[config.mk]
export PLATFORM = sky130hd
export DESIGN_NAME = mm_result_reader
export DESIGN_NICKNAME = d
export VERILOG_FILES = /design/src/rtl/mm_result_reader.sv
export SDC_FILE = /design/constraint.sdc
export NUM_CORES = 1
export LEC_CHECK = 0
export ABC_CLOCK_PERIOD_IN_PS = 1400
export CORE_UTILIZATION = 44
export DETAILED_ROUTE_END_ITERATION = 8
export PLACE_DENSITY_LB_ADDON = 0.08
export SLEW_MARGIN = 5
export SYNTH_ARGS = -nofsm -noshare
export SYNTH_HDL_FRONTEND = slang
export SYNTH_SLANG_ARGS = --single-unit
[constraint.sdc]
create_clock -name clk -period 1.4 [get_ports clk]
set_input_delay 0.14 -clock clk [delete_from_list [all_inputs] [get_ports clk]]
set_output_delay 0.14 -clock clk [all_outputs]
set_load 0.005 [all_outputs]
[src/rtl/mm_result_reader.sv]
// mm_result_reader
// ----------------
// Drains the matrix-multiply core's result RAM after the core raises `mm_finish`.
// Each result slot is read through a single read request. The core then returns
// the 18-bit result as two 9-bit halves on consecutive cycles, lower half first.
// The halves are reassembled and offered on a valid/ready stream, together with
// the slot index and a last-flag.
//
// Only one read is outstanding at any time. The next slot is requested only after
// the previous result has been accepted, so the core's read timing never reaches
// the consumer.
//
// Parameters:
//   NUM_SLOTS   number of slots drained per run (1..32), read in ascending order
//   READ_LAT    cycles from the mm_read pulse to the lower half on mm_out_data (>=1)
//
// Ports:
//   clk          clock
//   rst_n        asynchronous active-low reset
//   mm_finish    core finish flag (level); a drain starts on its rising edge
//   mm_read      one-cycle read request to the core
//   mm_ram_slot  slot address; valid while mm_read=1, otherwise 0
//   mm_out_data  core read data: lower half, then upper half on the next cycle
//   res_data     reassembled result {upper, lower}
//   res_idx      slot index of res_data
//   res_last     high with the final slot's result
//   res_valid    result available
//   res_ready    consumer accepts when res_valid & res_ready
//   busy         drain in progress (every state except idle)
//   done         one-cycle pulse after the last result has been accepted
//   checksum     (only with MM_READER_CHECKSUM_EN) running sum of accepted
//                results, mod 2^24; cleared on each trigger edge
//
// Optional feature macro: MM_READER_CHECKSUM_EN

module mm_result_reader #(
  parameter int unsigned NUM_SLOTS = 16,
  parameter int unsigned READ_LAT  = 2
) (
  input  logic        clk,
  input  logic        rst_n,
  input  logic        mm_finish,
  output logic        mm_read,
  output logic [4:0]  mm_ram_slot,
  input  logic [8:0]  mm_out_data,
  output logic [17:0] res_data,
  output logic [4:0]  res_idx,
  output logic        res_last,
  output logic        res_valid,
  input  logic        res_ready,
  output logic        busy,
  output logic        done
`ifdef MM_READER_CHECKSUM_EN
  ,
  output logic [23:0] checksum
`endif
);

  // The latency counter holds READ_LAT-1 at most.
  localparam int unsigned LatW = (READ_LAT > 1) ? $clog2(READ_LAT) : 1;
  localparam logic [LatW-1:0] LatInit = LatW'(READ_LAT - 1);
  localparam logic [LatW-1:0] LatOne  = LatW'(1);
  localparam logic [4:0] LastSlot = 5'(NUM_SLOTS - 1);

  typedef enum logic [2:0] {
    StIdle,
    StIssue,
    StWait,
    StCapLo,
    StCapHi,
    StPush,
    StDone
  } state_e;

  state_e          state_q, state_d;
  logic            finish_q;
  logic [4:0]      slot_q, slot_d;
  logic [LatW-1:0] lat_q, lat_d;
  logic [8:0]      lo_q;
  logic [17:0]     res_data_q;
  logic [4:0]      res_idx_q;
  logic            res_last_q;
  logic            valid_q;

  logic trigger;
  logic handshake;
  logic cap_lo;
  logic cap_hi;

  // Edge detect on the level flag; a held level cannot retrigger.
  assign trigger   = mm_finish & ~finish_q;
  assign handshake = valid_q & res_ready;

  // Next-state and decoded outputs
  always_comb begin
    state_d     = state_q;
    slot_d      = slot_q;
    lat_d       = lat_q;
    mm_read     = 1'b0;
    mm_ram_slot = 5'd0;
    done        = 1'b0;
    cap_lo      = 1'b0;
    cap_hi      = 1'b0;

    case (state_q)
      StIdle: begin
        if (trigger) begin
          slot_d  = 5'd0;
          state_d = StIssue;
        end
      end

      StIssue: begin
        mm_read     = 1'b1;
        mm_ram_slot = slot_q;
        lat_d       = LatInit;
        state_d     = (READ_LAT == 1) ? StCapLo : StWait;
      end

      // Leaving when the counter reads 1 places StCapLo exactly READ_LAT cycles
      // after StIssue.
      StWait: begin
        lat_d = lat_q - LatOne;
        if (lat_q == LatOne) begin
          state_d = StCapLo;
        end
      end

      StCapLo: begin
        cap_lo  = 1'b1;
        state_d = StCapHi;
      end

      StCapHi: begin
        cap_hi  = 1'b1;
        state_d = StPush;
      end

      StPush: begin
        if (handshake) begin
          if (res_last_q) begin
            state_d = StDone;
          end else begin
            slot_d  = slot_q + 5'd1;
            state_d = StIssue;
          end
        end
      end

      StDone: begin
        done    = 1'b1;
        state_d = StIdle;
      end

      default: begin
        state_d = StIdle;
      end
    endcase
  end

  always_ff @(posedge clk or negedge rst_n) begin
    if (!rst_n) begin
      state_q    <= StIdle;
      finish_q   <= 1'b0;
      slot_q     <= 5'd0;
      lat_q      <= '0;
      lo_q       <= 9'd0;
      res_data_q <= 18'd0;
      res_idx_q  <= 5'd0;
      res_last_q <= 1'b0;
      valid_q    <= 1'b0;
    end else begin
      state_q  <= state_d;
      finish_q <= mm_finish;
      slot_q   <= slot_d;
      lat_q    <= lat_d;
      if (cap_lo) begin
        lo_q <= mm_out_data;
      end
      // The upper half arrives in the cycle after the lower half, so it is
      // merged straight into the output register.
      if (cap_hi) begin
        res_data_q <= {mm_out_data, lo_q};
        res_idx_q  <= slot_q;
        res_last_q <= (slot_q == LastSlot);
        valid_q    <= 1'b1;
      end else if (handshake) begin
        valid_q <= 1'b0;
      end
    end
  end

`ifdef MM_READER_CHECKSUM_EN
  logic [23:0] checksum_q;

  always_ff @(posedge clk or negedge rst_n) begin
    if (!rst_n) begin
      checksum_q <= 24'd0;
    end else if ((state_q == StIdle) && trigger) begin
      checksum_q <= 24'd0;
    end else if (handshake) begin
      checksum_q <= checksum_q + {6'd0, res_data_q};
    end
  end

  assign checksum = checksum_q;
`endif

  assign res_data  = res_data_q;
  assign res_idx   = res_idx_q;
  assign res_last  = res_last_q;
  assign res_valid = valid_q;
  assign busy      = (state_q != StIdle);

endmodule

==> flow_metrics.py <==
metrics = {
    "layout": {
        "final_cell_area_um2": 2960,
        "num_antenna_cells": 0,
        "final_cell_mix": "dfrtp_1, clkdlybuf4s50_1, mux2_4",
        "syn2layout_area_growth_pct": 57.6,
        "nNetsFinal": 225,
        "layout_commonest_cell": "dfrtp_1",
        "fin_cells": 261,
        "drive_gt1_frac": 0.455,
        "utilization": 0.730,
    },
    "placement": {
        "place_area_um2": 2470,
        "io_buffers": 45,
        "place_ws_ns": -0.139,
        "hpwl_mm": 2.59,
        "routabilityCongestion": 0.805,
        "dpl.cell_count": 236,
    },
    "sta": {
        "maxSlewHeadroom": 0.655,
        "finalSetupViolCount": 33,
        "timing.fmax_mhz": 661,
        "worst_slack_ns": -0.113,
        "hold_viol_final": 0,
        "rsz0062_at_grt": "true",
        "skew_ns": 0.00866,
        "min_period_over_period": 1.08,
        "tightest_slew_ns": 0.517,
        "drv_slew": 0,
        "period_minus_slack_ns": 1.51,
    },
    "floorplanning": {
        "core-area_um2": 4060,
        "die_w_um": 67.4,
        "dieArea_um2": 4540,
        "rows": 23,
        "start_util": 0.463,
        "io_pins": 46,
        "die_h_um": 67.4,
    },
    "logic_synthesis": {
        "ys_ff_latch": 44,
        "yosys_warnings": 0,
        "avgSynthCellArea_um2": 14.0,
        "syn_inst": 134,
        "netlist_area_um2": 1880,
        "syn_nets": 149,
        "yosysSeqAreaShare": 0.585,
        "synth_area_leaders": "dfrtp_1, mux2_2, a31oi_1",
        "ys_types": 32,
        "synth_top_area_frac": 0.585,
        "synth.largest_area_cell": "dfrtp_1",
    },
    "cts": {
        "cts.sinks": 44,
        "cts.htree.levels": 2,
        "cts_root_buf": "clkbuf_8",
        "cts.path.max_buffers": 2,
        "cts_tree": "done",
        "clkTransAtPathRegs_ns": 0.09,
        "cts_inserted_buffers": 5,
        "clk_latency_ns": 0.30,
    },
    "drt": {
        "wl_per_cell_um": 18.1,
        "post_drt_via_cell_ratio": 5.28,
        "drc": 0,
        "routed_wl_mm": 4.73,
        "drtIter0Drc": 31,
        "ant_nets": 0,
        "vias": 1379,
        "first_pass_iters": 4,
    },
    "global_route": {
        "grt_pass1_vias": 1467,
        "antenna_found_initial": 0,
        "grt_max_degree": 24,
        "grt_use_total": 0.243,
        "grt_pass1_wl_mm": 7.78,
        "grt_overflow": 0,
    },
    "min_path": {
        "min_path_type": "in2reg",
    },
    "worst_setup_path": {
        "slowest_stage": "dfrtp_2",
        "cp_cell_sequence": "buf_4 -> or3_4 -> buf_6",
        "start_kind": "flop",
        "required_ns": 1.26,
        "crit_path_end_kind": "output port",
        "path_class": "reg2out",
        "crit_arrival_ns": 1.37,
        "path_max_fanout": 4,
        "cpPeakStageDelay_ns": 0.45,
    },
    "job": {
        "maxCapViolCount": 0,
    },
    "pwr": {
        "leakage_uw": 0.00135,
        "ir_worst_vdd_mv": 1.20,
        "power_uw": 6570,
        "power_density_nw_per_um2": 2220,
    },
    "run_status": {
        "status": "finished with violations",
        "violations": "setup timing",
    },
}
-- cell usage after synthesis --
cell and number:
a32o_1 1, o21ai_0 2, buf_6 2, dfrtp_1 44, nor3_1 2, a31oi_1 5
buf_4 1, inv_4 1, inv_1 3, mux2i_1 1, mux2_2 34, nand2b_1 4
nor2_1 5, o31ai_1 1, ha_1 2, clkbuf_1 1, a211o_1 1, nand3_2 1
and3_1 2, nor3_4 1, nor3b_1 1, o22ai_1 1, o2bb2ai_4 1, nand3_1 2
a2bb2oi_1 1, and2_1 3, and3b_1 2, o2bb2ai_1 1, buf_2 3, a21o_1 1
or3_4 1, nand2_1 3
-- metal layers --
metal / vias to the layer above / wire (um) / GRT usage
met5: - / 0 / 0
met4: 0 / 160 / 0.114
met3: 11 / 198 / 0.0608
met2: 37 / 2410 / 0.398
met1: 700 / 1960 / 0.302
li1: 631 / - / -
-- final timing paths --
path                               end  slack, ns  cells past startpoint       start
setup / recovery                  busy      -0.11                      3  state_q[2]
hold / removal                finish_q       0.32                      1   mm_finish
setup reg to reg           res_data[8]      -0.11                      5  state_q[1]
hold reg to reg                lo_q[5]       0.51                      1     lo_q[5]
max in group asynchronous   state_q[2]       0.56                      3       rst_n
min in group asynchronous     finish_q       0.35                      2       rst_n
-- registers in the layout (all words and copies together) (netlist names) --
signal and cells:
res_data 18, lo_q 9, res_idx 5, slot_q 5, state_q 3, finish_q 1
lat_q 1, res_last 1, res_valid 1
-- stage by stage --
step / hold WS (ns) / setup TNS (ns)
final: 0.319 / -2.61
after global routing: 0.334 / -4.10
after CTS: 0.320 / -1.90
after detailed placement: 0.149 / -2.86
after global placement: 0.131 / -2.15
after floorplan: -0.156 / 0
-- logic make-up (layout without fill, tap and decap cells) --
group / count (synthesis) / count (layout) / share of synthesized area
mux: 35 / 35 / 0.209
fa+ha+maj: 2 / 2 / 0.0133
simple gates: 27 / 28 / 0.0898
buf+inv: 11 / 87 / 0.0353
flops: 44 / 44 / 0.585
compound gates: 15 / 15 / 0.0672
-- where the power goes --
part / switching, uW / internal [uW]
combinational: 1310 / 2290
sequential: 349 / 1850
clock: 433 / 348
total: 2090 / 4480
-- area by class of cell --
cell class	instances	area, um2
Sequential cell	44	1100
Multi-Input combinational cell	80	893
Clock buffer	5	68.8
Fill cell	257	1090
Inverter	4	20.0
Tap cell	50	62.6
Clock inverter	3	18.8
Timing Repair Buffer	75	797
-- worst max-delay path: cells and delay by family (launching register included) --
family,cells,cell delay [ns]
flops,1,0.45
buf+inv,2,0.29
simple gates,1,0.34
-- repair_timing --
action	in CTS	in global routing
pin swaps	4	7
gates resized for setup	69	18
buffers inserted	12	1
hold buffers	1	0
gates cloned	4	0
endpoints found under the hold margin	21	0
setup endpoints to repair	47	45
No activity file was read; power rests on OpenSTA's default activity.
